<file path="src/rtl/crop_pixel_fifo.sv">
// Output FIFO of the crop filter: buffers cropped pixels, tags frame
// position flags on write and presents a fall-through ready/valid stream.
module crop_pixel_fifo #(
  parameter int PIXEL_BIT_WIDTH = 12,
  parameter int OUT_ROWS        = 20,
  parameter int OUT_COLS        = 20,
  parameter int FIFO_DEPTH      = 16
) (
  input  logic                               clk,
  input  logic                               reset,
  input  logic [PIXEL_BIT_WIDTH-1:0]         in_pixel,
  input  logic                               in_valid,
  output logic                               in_ready,
  output logic [PIXEL_BIT_WIDTH-1:0]         m_pixel,
  output logic                               m_sof,
  output logic                               m_eol,
  output logic                               m_eof,
  output logic                               m_valid,
  input  logic                               m_ready,
  output logic [$clog2(FIFO_DEPTH+1)-1:0]    level,
  output logic                               overflow
);

  localparam int AW = $clog2(FIFO_DEPTH);
  localparam int LW = $clog2(FIFO_DEPTH + 1);
  localparam int CW = (OUT_COLS > 1) ? $clog2(OUT_COLS) : 1;
  localparam int RW = (OUT_ROWS > 1) ? $clog2(OUT_ROWS) : 1;
  localparam int EW = PIXEL_BIT_WIDTH + 3;

  localparam logic [LW-1:0] FULL     = LW'(FIFO_DEPTH);
  localparam logic [CW-1:0] COL_LAST = CW'(OUT_COLS - 1);
  localparam logic [RW-1:0] ROW_LAST = RW'(OUT_ROWS - 1);

  logic [EW-1:0] mem [FIFO_DEPTH];
  logic [AW-1:0] wr_ptr;
  logic [AW-1:0] rd_ptr;
  logic [CW-1:0] col;
  logic [RW-1:0] row;
  logic [LW-1:0] level_nxt;
  logic          wr_en;
  logic          rd_en;
  logic          sof;
  logic          eol;
  logic          eof;

  assign wr_en = in_valid && in_ready;
  assign rd_en = m_valid && m_ready;

  assign sof = (row == '0) && (col == '0);
  assign eol = (col == COL_LAST);
  assign eof = eol && (row == ROW_LAST);

  assign m_valid = (level != '0);
  assign {m_sof, m_eol, m_eof, m_pixel} = mem[rd_ptr];

  always_comb begin
    level_nxt = level;
    if (wr_en && !rd_en)
      level_nxt = level + LW'(1);
    else if (!wr_en && rd_en)
      level_nxt = level - LW'(1);
  end

  always_ff @(posedge clk) begin
    if (wr_en)
      mem[wr_ptr] <= {sof, eol, eof, in_pixel};
  end

  // in_ready comes from the next level, never from m_ready directly
  always_ff @(posedge clk) begin
    if (!reset) begin
      wr_ptr   <= '0;
      rd_ptr   <= '0;
      level    <= '0;
      in_ready <= 1'b1;
      overflow <= 1'b0;
    end else begin
      if (wr_en)
        wr_ptr <= wr_ptr + AW'(1);
      if (rd_en)
        rd_ptr <= rd_ptr + AW'(1);
      level    <= level_nxt;
      in_ready <= (level_nxt != FULL);
      if (in_valid && !in_ready)
        overflow <= 1'b1;
    end
  end

  always_ff @(posedge clk) begin
    if (!reset) begin
      col <= '0;
      row <= '0;
    end else if (wr_en) begin
      if (eol) begin
        col <= '0;
        row <= (row == ROW_LAST) ? '0 : row + RW'(1);
      end else begin
        col <= col + CW'(1);
      end
    end
  end

endmodule
</file>
<file path="config.mk">
export PLATFORM = sky130hd
export DESIGN_NAME = crop_pixel_fifo
export DESIGN_NICKNAME = d
export VERILOG_FILES = /design/src/rtl/crop_pixel_fifo.sv
export SDC_FILE = /design/constraint.sdc
export NUM_CORES = 1
export LEC_CHECK = 0
export ABC_AREA = 1
export BUFFER_PORTS_ARGS = -buffer_cell sky130_fd_sc_hd__buf_4
export CAP_MARGIN = 20
export CORE_AREA = 2 2 145 147
export DETAILED_ROUTE_END_ITERATION = 16
export DIE_AREA = 0 0 147 149
export PLACE_DENSITY = 0.69
export SLEW_MARGIN = 20
export SYNTH_ARGS = -nofsm -noshare
export SYNTH_HDL_FRONTEND = slang
export SYNTH_SLANG_ARGS = --single-unit
</file>
<file path="constraint.sdc">
create_clock -name clk -period 3.4 [get_ports clk]
set_clock_uncertainty 0.2 [all_clocks]
set_input_delay 0 -clock clk [delete_from_list [all_inputs] [get_ports clk]]
set_output_delay 0 -clock clk [all_outputs]
set_load 0.03 [all_outputs]
</file>
==> results of run 1 <==
-- flip-flops by register name, summed over array words and instances (netlist names), named ones only --
register / cells
rd_ptr: 4
wr_ptr: 4
row: 5
in_ready: 1
overflow: 1
mem: 240
level: 5
col: 5
-- cell type report --
| class | count | area share, % |
|---|---|---|
| Sequential cell | 269 | 62.3 |
| Multi-Input combinational cell | 561 | 22.7 |
| Clock buffer | 37 | 5.70 |
| Timing Repair Buffer | 73 | 5.04 |
| Tap cell | 275 | 2.75 |
| Inverter | 33 | 1.01 |
| Clock inverter | 12 | 0.480 |
-- cells by family after synthesis --
group	after synthesis
AO/OA/AOI/OAI	222
XOR/XNOR	4
adder cells (fa/ha/maj)	11
buffers and inverters	84
flip-flops	269
AND/OR/NAND/NOR	324
-- placed cells by master (no fill, tap or decap), types with 2 or more instances in the layout --
cell / synthesis / final
edfxtp_1: 240 / 240
nor2_1: 197 / 181
o21ai_0: 93 / 93
o211ai_1: 60 / 60
nand2_1: 56 / 56
buf_4: 2 / 52
o21ai_1: 51 / 51
nor2_2: 25 / 41
nand3_1: 29 / 29
clkbuf_16: 0 / 27
dfxtp_1: 29 / 26
inv_1: 25 / 25
dlygate4sd3_1: 0 / 18
a21oi_1: 17 / 17
ha_1: 11 / 11
clkbuf_1: 22 / 10
clkinv_2: 0 / 8
inv_2: 7 / 6
nand4_1: 6 / 6
nor3_1: 5 / 5
clkinv_1: 1 / 4
xor2_1: 4 / 4
buf_12: 0 / 3
nand2_2: 2 / 2
nor3b_1: 2 / 2
dfxtp_4: 0 / 2
-- routing by layer --
layer  up-vias  GRT usage, %  part of all wire [%]
met2       247          36.5                    46
li1       3387             -                     -
met4         0          5.43                   1.6
met3        33          3.70                   7.3
met5         -             0                     0
met1      3440          32.9                    45
-- what timing repair did --
| action | 4_1_cts | 5_1_grt |
|---|---|---|
| endpoints found under the hold margin | 221 | 0 |
| setup endpoints to repair | 0 | 0 |
| hold buffers | 18 | 0 |
| resized for setup | 0 | 0 |
-- per-stage QoR --
| stage | utilization (%) | cell area, um^2 | worst slack [ns] | hold slack (ns) | total power, mW |
|---|---|---|---|---|---|
| 6_report | 60.8 | 12500 | 0.669 | 0.137 | 8.41 |
| 3_5_place_dp | 56.2 | 11600 | 0.983 | 0.0558 | 5.81 |
| 5_1_grt | 60.8 | 12500 | 0.523 | 0.166 | 8.78 |
| 3_3_place_gp | 56.2 | 11600 | 1.06 | 0.0488 | 5.79 |
| 4_1_cts | 60.8 | 12500 | 0.675 | 0.129 | 8.45 |
| 2_1_floorplan | - | 11000 | 1.05 | -0.101 | 5.17 |
-- power groups by stage --
| stage | Clock [mW] | Combinational (mW) | Sequential, mW |
|---|---|---|---|
| 6_report | 2.64 | 2.01 | 3.76 |
| 3_3_place_gp | 0 | 1.96 | 3.83 |
| 4_1_cts | 2.68 | 2.01 | 3.76 |
| 5_1_grt | 2.80 | 2.21 | 3.77 |
| 2_1_floorplan | 0 | 1.37 | 3.80 |
| 3_5_place_dp | 0 | 1.98 | 3.83 |
-- worst paths after layout --
path	end	slack [ns]	cells past startpoint
hold reg to reg	rd_ptr[3]	0.27	2
hold / removal	level[4]	0.14	4
setup reg to reg	flip-flop	0.67	10
setup / recovery	flip-flop	0.67	10
-- worst max-delay path, delay by kind of cell, from the launching register on --
family / cells / cell delay [ns]
adder cells (fa/ha/maj): 1 / 0.27
AND/OR/NAND/NOR: 4 / 0.39
flip-flops: 1 / 0.39
buffers and inverters: 4 / 1.32
AO/OA/AOI/OAI: 1 / 0.04
==> report_table.html, run 1 <==
<table>
<tr><th>Metric</th><th>Value</th></tr>
<tr><th colspan="2">Yosys</th></tr>
<tr><td>FF+latch count, synth</td><td>around 270</td></tr>
<tr><td>Distinct cells, synth</td><td>27</td></tr>
<tr><td>Proportion of register bits with asynchronous set or reset after synthesis</td><td>0%</td></tr>
<tr><td>Multiplexer area fraction after synthesis</td><td>0%</td></tr>
<tr><td>Area share of xor/xnor cells in the synthesized design</td><td>less than 1%</td></tr>
<tr><td>Top post-synthesis cells by count</td><td>edfxtp_1 (240), nor2_1 (197), o21ai_0 (93), o211ai_1 (60), nand2_1 (56)</td></tr>
<tr><td>Compound-cell area share of the yosys netlist</td><td>between 10% and 20%</td></tr>
<tr><td>Cell types occupying the most area after synthesis</td><td>edfxtp_1 (66%), nor2_1 (6.7%), dfxtp_1 (5.3%)</td></tr>
<tr><td>Synthesis warning total</td><td>0</td></tr>
<tr><td>Net count after synthesis</td><td>between 900 and 1000</td></tr>
<tr><td>Portion of synthesized cell area occupied by the leading cell type</td><td>65.7%</td></tr>
<tr><td>Count of flip-flops with a built-in enable after synthesis</td><td>240</td></tr>
<tr><td>Most repeated cell in the gate-level netlist after synthesis</td><td>edfxtp_1</td></tr>
<tr><td>Average cell area after synthesis</td><td>about 12 um^2</td></tr>
<tr><td>Post-synthesis cell type with the largest combined area</td><td>edfxtp_1</td></tr>
<tr><td>Cells after Synth</td><td>between 900 and 1000</td></tr>
<tr><td>Area of the mapped netlist</td><td>11000 um^2</td></tr>
<tr><td>Share of synthesized area occupied by flip-flops and latches</td><td>a little under three quarters</td></tr>
<tr><td>Combinational family with the most area after synthesis</td><td>simple AND/OR/NAND/NOR gates</td></tr>
<tr><td>Post-synthesis share of cell area spent on and, or, nand and nor gates</td><td>12.4%</td></tr>
<tr><td>Ys flop type</td><td>edfxtp_1</td></tr>
<tr><td>Post-Synth Adder-Cell Area</td><td>under 10%</td></tr>
<tr><th colspan="2">Power</th></tr>
<tr><td>P_int</td><td>approximately 5.8 mW</td></tr>
<tr><td>Fraction of power consumed by sequential logic</td><td>about 45%</td></tr>
<tr><td>Fraction of power spent switching nets</td><td>31.5%</td></tr>
<tr><td>Power per cell area</td><td>672 nW/um^2</td></tr>
<tr><td>Static Leak</td><td>around 4.2 nW</td></tr>
<tr><td>Combinational cell fraction of total power</td><td>between 20% and 30%</td></tr>
<tr><td>Clock share of power</td><td>between 30 and 40%</td></tr>
<tr><td>Switching component of the power</td><td>~2.6 mW</td></tr>
<tr><td>Peak supply drop</td><td>0.355 mV</td></tr>
<tr><th colspan="2">STA</th></tr>
<tr><td>Final count of pins violating max slew</td><td>0</td></tr>
<tr><td>Share of the clock period used by the worst path</td><td>about four fifths</td></tr>
<tr><td>Total negative setup slack</td><td>0 ns</td></tr>
<tr><td>Final Hold Vio Count</td><td>0</td></tr>
<tr><td>Worst rel slew slack</td><td>43.3%</td></tr>
<tr><td>Final period demand of the worst path</td><td>~2.7 ns</td></tr>
<tr><td>Number of setup violations in the final report</td><td>0</td></tr>
<tr><td>Tightest Pin Transition</td><td>around 0.85 ns</td></tr>
<tr><td>Unrepaired setup endpoints after global routing</td><td>no</td></tr>
<tr><td>Max Clock Freq</td><td>approximately 370 MHz</td></tr>
<tr><th colspan="2">Place</th></tr>
<tr><td>Half-perimeter wire length after detailed placement</td><td>approximately 15000 um</td></tr>
<tr><td>Input/output buffers</td><td>38</td></tr>
<tr><td>Total instance count after detailed placement</td><td>between 1000 and 1500</td></tr>
<tr><td>Final RePlAce weighted congestion</td><td>~0.85</td></tr>
<tr><th colspan="2">Setup path</th></tr>
<tr><td>Endpoint kind of the worst setup timing path</td><td>flip-flop</td></tr>
<tr><td>Critical Path Source Type</td><td>flip-flop</td></tr>
<tr><td>Maximum fanout count along the critical path</td><td>7</td></tr>
<tr><td>Endpoint required time on the critical path</td><td>3.61 ns</td></tr>
<tr><td>Critical Path Slowest Stage Cell</td><td>dlygate4sd3_1</td></tr>
<tr><td>Most Frequent Cell on Critical Path</td><td>dlygate4sd3_1</td></tr>
<tr><td>Critical-path cell list</td><td>inv_1 -&gt; ha_1 -&gt; nand3_2 -&gt; nand2_2 -&gt; inv_2 -&gt; nand3_1 -&gt; nand2_1 -&gt; dlygate4sd3_1 -&gt; a21oi_1 -&gt; dlygate4sd3_1</td></tr>
<tr><td>Stage delay of the slowest cell on the critical path</td><td>between 0.5 and 0.6 ns</td></tr>
<tr><td>Crit. Startpoint</td><td>level[0]</td></tr>
<tr><td>Reg-to-Reg Start</td><td>level[0]</td></tr>
<tr><td>Critical path class</td><td>flip-flop to flip-flop</td></tr>
<tr><td>Arrival time worst endpoint</td><td>approximately 2.9 ns</td></tr>
<tr><th colspan="2">Route</th></tr>
<tr><td>Count of vias placed by the detailed router</td><td>between 7000 and 8000</td></tr>
<tr><td>Total wire length</td><td>approximately 25000 um</td></tr>
<tr><td>DRC violations left</td><td>0</td></tr>
<tr><td>Number of routed nets with antenna violations</td><td>0</td></tr>
<tr><td>Count of routing violations after the opening detailed-route iteration</td><td>about 690</td></tr>
<tr><td>Detail-routed net length per standard cell</td><td>~20 um</td></tr>
<tr><td>Via-to-Cell Ratio</td><td>around 5.6</td></tr>
<tr><td>Number of detailed-routing iterations run before antenna repair</td><td>7</td></tr>
<tr><th colspan="2">Clock network</th></tr>
<tr><td>CTS tree</td><td>built</td></tr>
<tr><td>Number of buffers on the longest clock path</td><td>3</td></tr>
<tr><td>Worst-Skew Late Latency</td><td>about 0.53 ns</td></tr>
<tr><td>Clock Root Buffer</td><td>clkbuf_16</td></tr>
<tr><td>Clk sink count</td><td>around 270</td></tr>
<tr><td>Clock transition at the registers of the reported paths</td><td>about 0.06 ns</td></tr>
<tr><td>Total CTS buffers</td><td>27</td></tr>
<tr><td>Buffer count from post-CTS setup fixing</td><td>0</td></tr>
<tr><td>CTS H-Tree Depth</td><td>1</td></tr>
<tr><th colspan="2">Outcome</th></tr>
<tr><td>Run status</td><td>finished, final reports clean</td></tr>
<tr><th colspan="2">Min path</th></tr>
<tr><td>Hold path startpoint</td><td>reset</td></tr>
<tr><td>Type of the most critical hold path</td><td>primary input to flip-flop</td></tr>
<tr><th colspan="2">GRT</th></tr>
<tr><td>Overall fraction of global-route tracks in use</td><td>a little under a quarter</td></tr>
<tr><td>Pin count of the biggest net entering global routing</td><td>between 100 and 150</td></tr>
<tr><td>Vias in the first global route</td><td>approximately 6700</td></tr>
<tr><td>Antenna violations before repair</td><td>0</td></tr>
<tr><td>First-pass GRT wire length</td><td>between 30000 and 40000 um</td></tr>
<tr><td>GR Overflow Total</td><td>0</td></tr>
<tr><th colspan="2">Layout</th></tr>
<tr><td>Relative area change from synthesis to final layout</td><td>14.0%</td></tr>
<tr><td>Fraction of layout cells with a size suffix above 1</td><td>around 15%</td></tr>
<tr><td>Final antenna diode count</td><td>0</td></tr>
<tr><td>Count of filler cells inserted in the layout</td><td>approximately 1600</td></tr>
<tr><td>Area taken by multi-input logic gates</td><td>2830 um^2</td></tr>
<tr><td>Sequential cell area</td><td>7800 um^2</td></tr>
<tr><td>Total Nets Final</td><td>between 900 and 1000</td></tr>
<tr><td>Fin cells</td><td>1260</td></tr>
<tr><th colspan="2">Job</th></tr>
<tr><td>Number of max-cap violations</td><td>0</td></tr>
<tr><th colspan="2">Floorplan</th></tr>
<tr><td>Die ar.</td><td>approximately 22000 um^2</td></tr>
<tr><td>Placeable core region</td><td>about 20000 um^2</td></tr>
<tr><td>DIE WIDTH</td><td>147 um</td></tr>
<tr><td>Chip Height</td><td>roughly 150 um</td></tr>
<tr><td>I/O pin count</td><td>39</td></tr>
<tr><td>Starting utilization of the core area</td><td>between 50% and 60%</td></tr>
<tr><td>Count of standard-cell rows</td><td>53</td></tr>
</table>
Power figures use the tool's default switching activity.
==> run 2, diff against run 1 <==
--- a/config.mk
+++ b/config.mk
@@ -5,12 +5,12 @@
 export SDC_FILE = /design/constraint.sdc
 export NUM_CORES = 1
 export LEC_CHECK = 0
-export ABC_AREA = 1
+export ABC_AREA = 0
 export BUFFER_PORTS_ARGS = -buffer_cell sky130_fd_sc_hd__buf_4
 export CAP_MARGIN = 20
-export CORE_AREA = 2 2 145 147
+export CORE_AREA = 2 2 142 144
 export DETAILED_ROUTE_END_ITERATION = 16
-export DIE_AREA = 0 0 147 149
+export DIE_AREA = 0 0 144 146
 export PLACE_DENSITY = 0.69
 export SLEW_MARGIN = 20
 export SYNTH_ARGS = -nofsm -noshare
==> constraint.sdc (replaced) <==
create_clock -name clk -period 2.8 [get_ports clk]
set_clock_uncertainty 0.2 [all_clocks]
set_input_delay 0 -clock clk [delete_from_list [all_inputs] [get_ports clk]]
set_output_delay 0 -clock clk [all_outputs]
set_load 0.03 [all_outputs]
==> run 2 against run 1 <==
Effect of this change:
- power up 24%
- sequential cell count unchanged
- final area up 0.15%
- worst hold slack worse by 0.025 ns
- clock power up 45%
- critical path type is now flip-flop to output port
- register-to-register slack worse by 0.42 ns
- first-iteration DRC count down 47%
- routed wire length down 17%
- final cell count down 29%
==> report_table.html, run 2 <==
<table>
<tr><th>Metric</th><th>Value</th></tr>
<tr><th colspan="2">GRT</th></tr>
<tr><td>Vias in the first global route</td><td>5378 (-19%)</td></tr>
<tr><td>First-pass GRT wire length</td><td>31800 um (-16%)</td></tr>
<tr><td>GR Overflow Total</td><td>0 (unchanged)</td></tr>
<tr><td>Pin count of the biggest net entering global routing</td><td>61 (-50%)</td></tr>
<tr><td>Overall fraction of global-route tracks in use</td><td>20.5% (-2.2 points)</td></tr>
<tr><td>Antenna violations before repair</td><td>0 (unchanged)</td></tr>
<tr><th colspan="2">Yosys</th></tr>
<tr><td>Net count after synthesis</td><td>542 (-42%)</td></tr>
<tr><td>Distinct cells, synth</td><td>39 (+44%)</td></tr>
<tr><td>Synthesis warning total</td><td>0 (unchanged)</td></tr>
<tr><td>Top post-synthesis cells by count</td><td>edfxtp_1 (240), mux4_2 (75), dfxtp_1 (29), nand2_1 (20)</td></tr>
<tr><td>FF+latch count, synth</td><td>269 (unchanged)</td></tr>
<tr><td>Most repeated cell in the gate-level netlist after synthesis</td><td>edfxtp_1</td></tr>
<tr><td>Area of the mapped netlist</td><td>10500 um^2 (-4.2%)</td></tr>
<tr><td>Portion of synthesized cell area occupied by the leading cell type</td><td>68.5% (+2.9 points)</td></tr>
<tr><td>Post-synthesis cell type with the largest combined area</td><td>edfxtp_1</td></tr>
<tr><td>Ys flop type</td><td>edfxtp_1</td></tr>
<tr><td>Count of flip-flops with a built-in enable after synthesis</td><td>240 (unchanged)</td></tr>
<tr><td>Cell types occupying the most area after synthesis</td><td>edfxtp_1 (69%), mux4_2 (16%), dfxtp_1 (5.5%)</td></tr>
<tr><td>Share of synthesized area occupied by flip-flops and latches</td><td>74.1% (+3.1 points)</td></tr>
<tr><td>Proportion of register bits with asynchronous set or reset after synthesis</td><td>0% (unchanged)</td></tr>
<tr><td>Cells after Synth</td><td>515 (-44%)</td></tr>
<tr><td>Average cell area after synthesis</td><td>20.4 um^2 (+70%)</td></tr>
<tr><th colspan="2">Clock network</th></tr>
<tr><td>CTS tree</td><td>built</td></tr>
<tr><td>Clock Root Buffer</td><td>clkbuf_16</td></tr>
<tr><td>Worst-Skew Late Latency</td><td>0.53 ns (about the same)</td></tr>
<tr><td>Number of buffers on the longest clock path</td><td>3 (unchanged)</td></tr>
<tr><td>Total CTS buffers</td><td>27 (unchanged)</td></tr>
<tr><td>Clock transition at the registers of the reported paths</td><td>0.06 ns (about the same)</td></tr>
<tr><td>Clk sink count</td><td>269 (unchanged)</td></tr>
<tr><td>CTS H-Tree Depth</td><td>1 (unchanged)</td></tr>
<tr><th colspan="2">Floorplan</th></tr>
<tr><td>Die ar.</td><td>21000 um^2 (-4.0%)</td></tr>
<tr><td>I/O pin count</td><td>39 (unchanged)</td></tr>
<tr><td>DIE WIDTH</td><td>144 um (-2.0%)</td></tr>
<tr><td>Starting utilization of the core area</td><td>54.4% (+1.0 points)</td></tr>
<tr><td>Placeable core region</td><td>19300 um^2 (-5.9%)</td></tr>
<tr><td>Chip Height</td><td>146 um (-2.0%)</td></tr>
<tr><td>Count of standard-cell rows</td><td>51 (-3.8%)</td></tr>
<tr><th colspan="2">Setup path</th></tr>
<tr><td>Endpoint required time on the critical path</td><td>2.60 ns (-1.01 ns)</td></tr>
<tr><td>Setup slack on the worst flop-to-flop path</td><td>0.25 ns (-0.42 ns)</td></tr>
<tr><td>Critical Path Source Type</td><td>flip-flop</td></tr>
<tr><td>Critical path class</td><td>flip-flop to output port</td></tr>
<tr><td>Arrival time worst endpoint</td><td>2.43 ns (-0.51 ns)</td></tr>
<tr><td>End of the worst register-to-register path</td><td>in_ready</td></tr>
<tr><td>Length in cells of the worst reg-to-reg path</td><td>6 (-4)</td></tr>
<tr><td>End point of the critical path</td><td>m_pixel[3]</td></tr>
<tr><td>Reg-to-Reg Start</td><td>in_ready</td></tr>
<tr><td>Endpoint kind of the worst setup timing path</td><td>output port</td></tr>
<tr><td>Maximum fanout count along the critical path</td><td>12 (+5)</td></tr>
<tr><th colspan="2">Route</th></tr>
<tr><td>Via-to-Cell Ratio</td><td>5.81 (+3.1%)</td></tr>
<tr><td>Count of vias placed by the detailed router</td><td>5226 (-26%)</td></tr>
<tr><td>Detail-routed net length per standard cell</td><td>22.9 um (+16%)</td></tr>
<tr><td>Number of detailed-routing iterations run before antenna repair</td><td>5 (-2)</td></tr>
<tr><td>Count of routing violations after the opening detailed-route iteration</td><td>361 (-47%)</td></tr>
<tr><td>DRC violations left</td><td>0 (unchanged)</td></tr>
<tr><td>Number of routed nets with antenna violations</td><td>0 (unchanged)</td></tr>
<tr><td>Total wire length</td><td>20600 um (-17%)</td></tr>
<tr><th colspan="2">Layout</th></tr>
<tr><td>Fin cells</td><td>899 (-29%)</td></tr>
<tr><td>Layout Utilization</td><td>64.8% (+3.9 points)</td></tr>
<tr><td>Leading cell types in the layout, fill and taps excluded</td><td>edfxtp_1 (240), mux4_2 (75), buf_4 (75), dfxtp_1 (27), clkbuf_16 (27)</td></tr>
<tr><td>Total Nets Final</td><td>641 (-35%)</td></tr>
<tr><td>Final antenna diode count</td><td>0 (unchanged)</td></tr>
<tr><td>Fraction of layout cells with a size suffix above 1</td><td>32.8% (+18 points)</td></tr>
<tr><td>Relative area change from synthesis to final layout</td><td>19.1%</td></tr>
<tr><td>Commonest non-fill, non-tap cell in the layout</td><td>edfxtp_1</td></tr>
<tr><td>Count of filler cells inserted in the layout</td><td>1289 (-21%)</td></tr>
<tr><td>Flip-flop count of the largest register, all copies and words added</td><td>240 (unchanged)</td></tr>
<tr><td>Largest Register</td><td>mem</td></tr>
<tr><th colspan="2">STA</th></tr>
<tr><td>Share of the clock period used by the worst path</td><td>between 90% and 100%</td></tr>
<tr><td>Total negative setup slack</td><td>0 ns (unchanged)</td></tr>
<tr><td>Number of setup violations in the final report</td><td>0 (unchanged)</td></tr>
<tr><td>Final Hold Vio Count</td><td>0 (unchanged)</td></tr>
<tr><td>Final period demand of the worst path</td><td>about 2.6 ns</td></tr>
<tr><td>Worst rel slew slack</td><td>64.1% (+21 points)</td></tr>
<tr><td>Max Clock Freq</td><td>around 380 MHz</td></tr>
<tr><td>Unrepaired setup endpoints after global routing</td><td>no</td></tr>
<tr><td>Final count of pins violating max slew</td><td>0 (unchanged)</td></tr>
<tr><td>Worst Hold Slack</td><td>0.111 ns (-0.0253 ns)</td></tr>
<tr><td>Tightest Pin Transition</td><td>0.539 ns (-0.312 ns)</td></tr>
<tr><th colspan="2">Min path</th></tr>
<tr><td>Type of the most critical hold path</td><td>primary input to flip-flop</td></tr>
<tr><th colspan="2">Outcome</th></tr>
<tr><td>Run status</td><td>finished, final reports clean</td></tr>
<tr><th colspan="2">Place</th></tr>
<tr><td>Half-perimeter wire length after detailed placement</td><td>12300 um (-18%)</td></tr>
<tr><td>Input/output buffers</td><td>38 (unchanged)</td></tr>
<tr><td>Final RePlAce weighted congestion</td><td>0.812 (-4.1%)</td></tr>
<tr><td>Total instance count after detailed placement</td><td>832 (-30%)</td></tr>
<tr><th colspan="2">Power</th></tr>
<tr><td>Peak supply drop</td><td>0.485 mV (+37%)</td></tr>
<tr><td>Static Leak</td><td>4.14 nW (-1.5%)</td></tr>
<tr><td>Power per cell area</td><td>835 nW/um^2 (+24%)</td></tr>
<tr><th colspan="2">Job</th></tr>
<tr><td>Number of max-cap violations</td><td>0 (unchanged)</td></tr>
</table>
[run 2: cell count changes after synthesis, moves of 17 or more]
cell,before,now
nand2_1,56,20
nand3_1,29,4
nor2_2,25,0
inv_1,25,8
o211ai_1,60,1
nor2_1,197,16
o21ai_0,93,4
o21ai_1,51,1
mux4_2,0,75
[run 2: final cells by class]
type	count	area [um^2]	share of cell area, %
well taps	265	332	2.65
clock buffers	28	679	5.43
clock inverters	21	282	2.25
repair buffers	95	793	6.33
flip-flops and latches	269	7790	62.2
multi-input cells	213	2620	20.9
inverters	8	30.0	0.240
[run 2: how the worst min path moves through the flow]
stage	end	depth (start not counted)	startpoint
6_report	mem[14][10]	2	in_pixel[10]
5_1_grt	mem[4][9]	2	in_pixel[9]
4_1_cts	mem[13][2]	2	in_pixel[2]
3_5_place_dp	mem[12][6]	1	in_pixel[6]
3_3_place_gp	mem[10][10]	1	in_pixel[10]
2_1_floorplan	mem[0][0]	0	in_pixel[0]
[run 2: worst max-delay path: stages, from the launching register on]
cell	delay, ns
dfxtp_4	0.39
buf_4	0.28
mux4_2	0.56
mux4_2	0.48
buf_4	0.18
[run 2: stage by stage]
step | power, mW | setup slack (ns) | cell area (um^2)
floorplan | 6.15 | 0.0829 | 10500
global placement | 6.68 | 0.490 | 11400
detailed placement | 6.72 | 0.488 | 11400
CTS | 10.6 | 0.124 | 12500
global route | 10.9 | 0.0678 | 12500
finish | 10.5 | 0.167 | 12500
[run 2: report_power, final]
group / internal (mW) / switching [mW] / leakage [nW]
Sequential: 4.46 / 0.0886 / 2.44
Combinational: 1.06 / 1.02 / 1.24
Clock: 2.34 / 1.49 / 0.458
[run 2: metal layers]
metal,vias to the layer above,track usage (%),share of wire [%]
met3,36,3.52,4.6
met1,2758,29.1,43
met5,-,0,0
met2,138,33.5,50
li1,2294,-,-
met4,0,5.10,2.2
[run 2: timing repair]
action,in CTS,in global routing
hold buffers,17,0
buffers inserted,1,0
endpoints found under the hold margin,221,0
pin swaps,0,0
setup endpoints to repair,14,1
gates resized for setup,0,1
[run 2: kinds of logic after synthesis]
family / synth area share [%]
fa+ha+maj: 1.31
simple gates: 4.69
xor+xnor: 0.916
buf+inv: 1.33
mux: 16.3
compound gates: 1.43
flops: 74.1
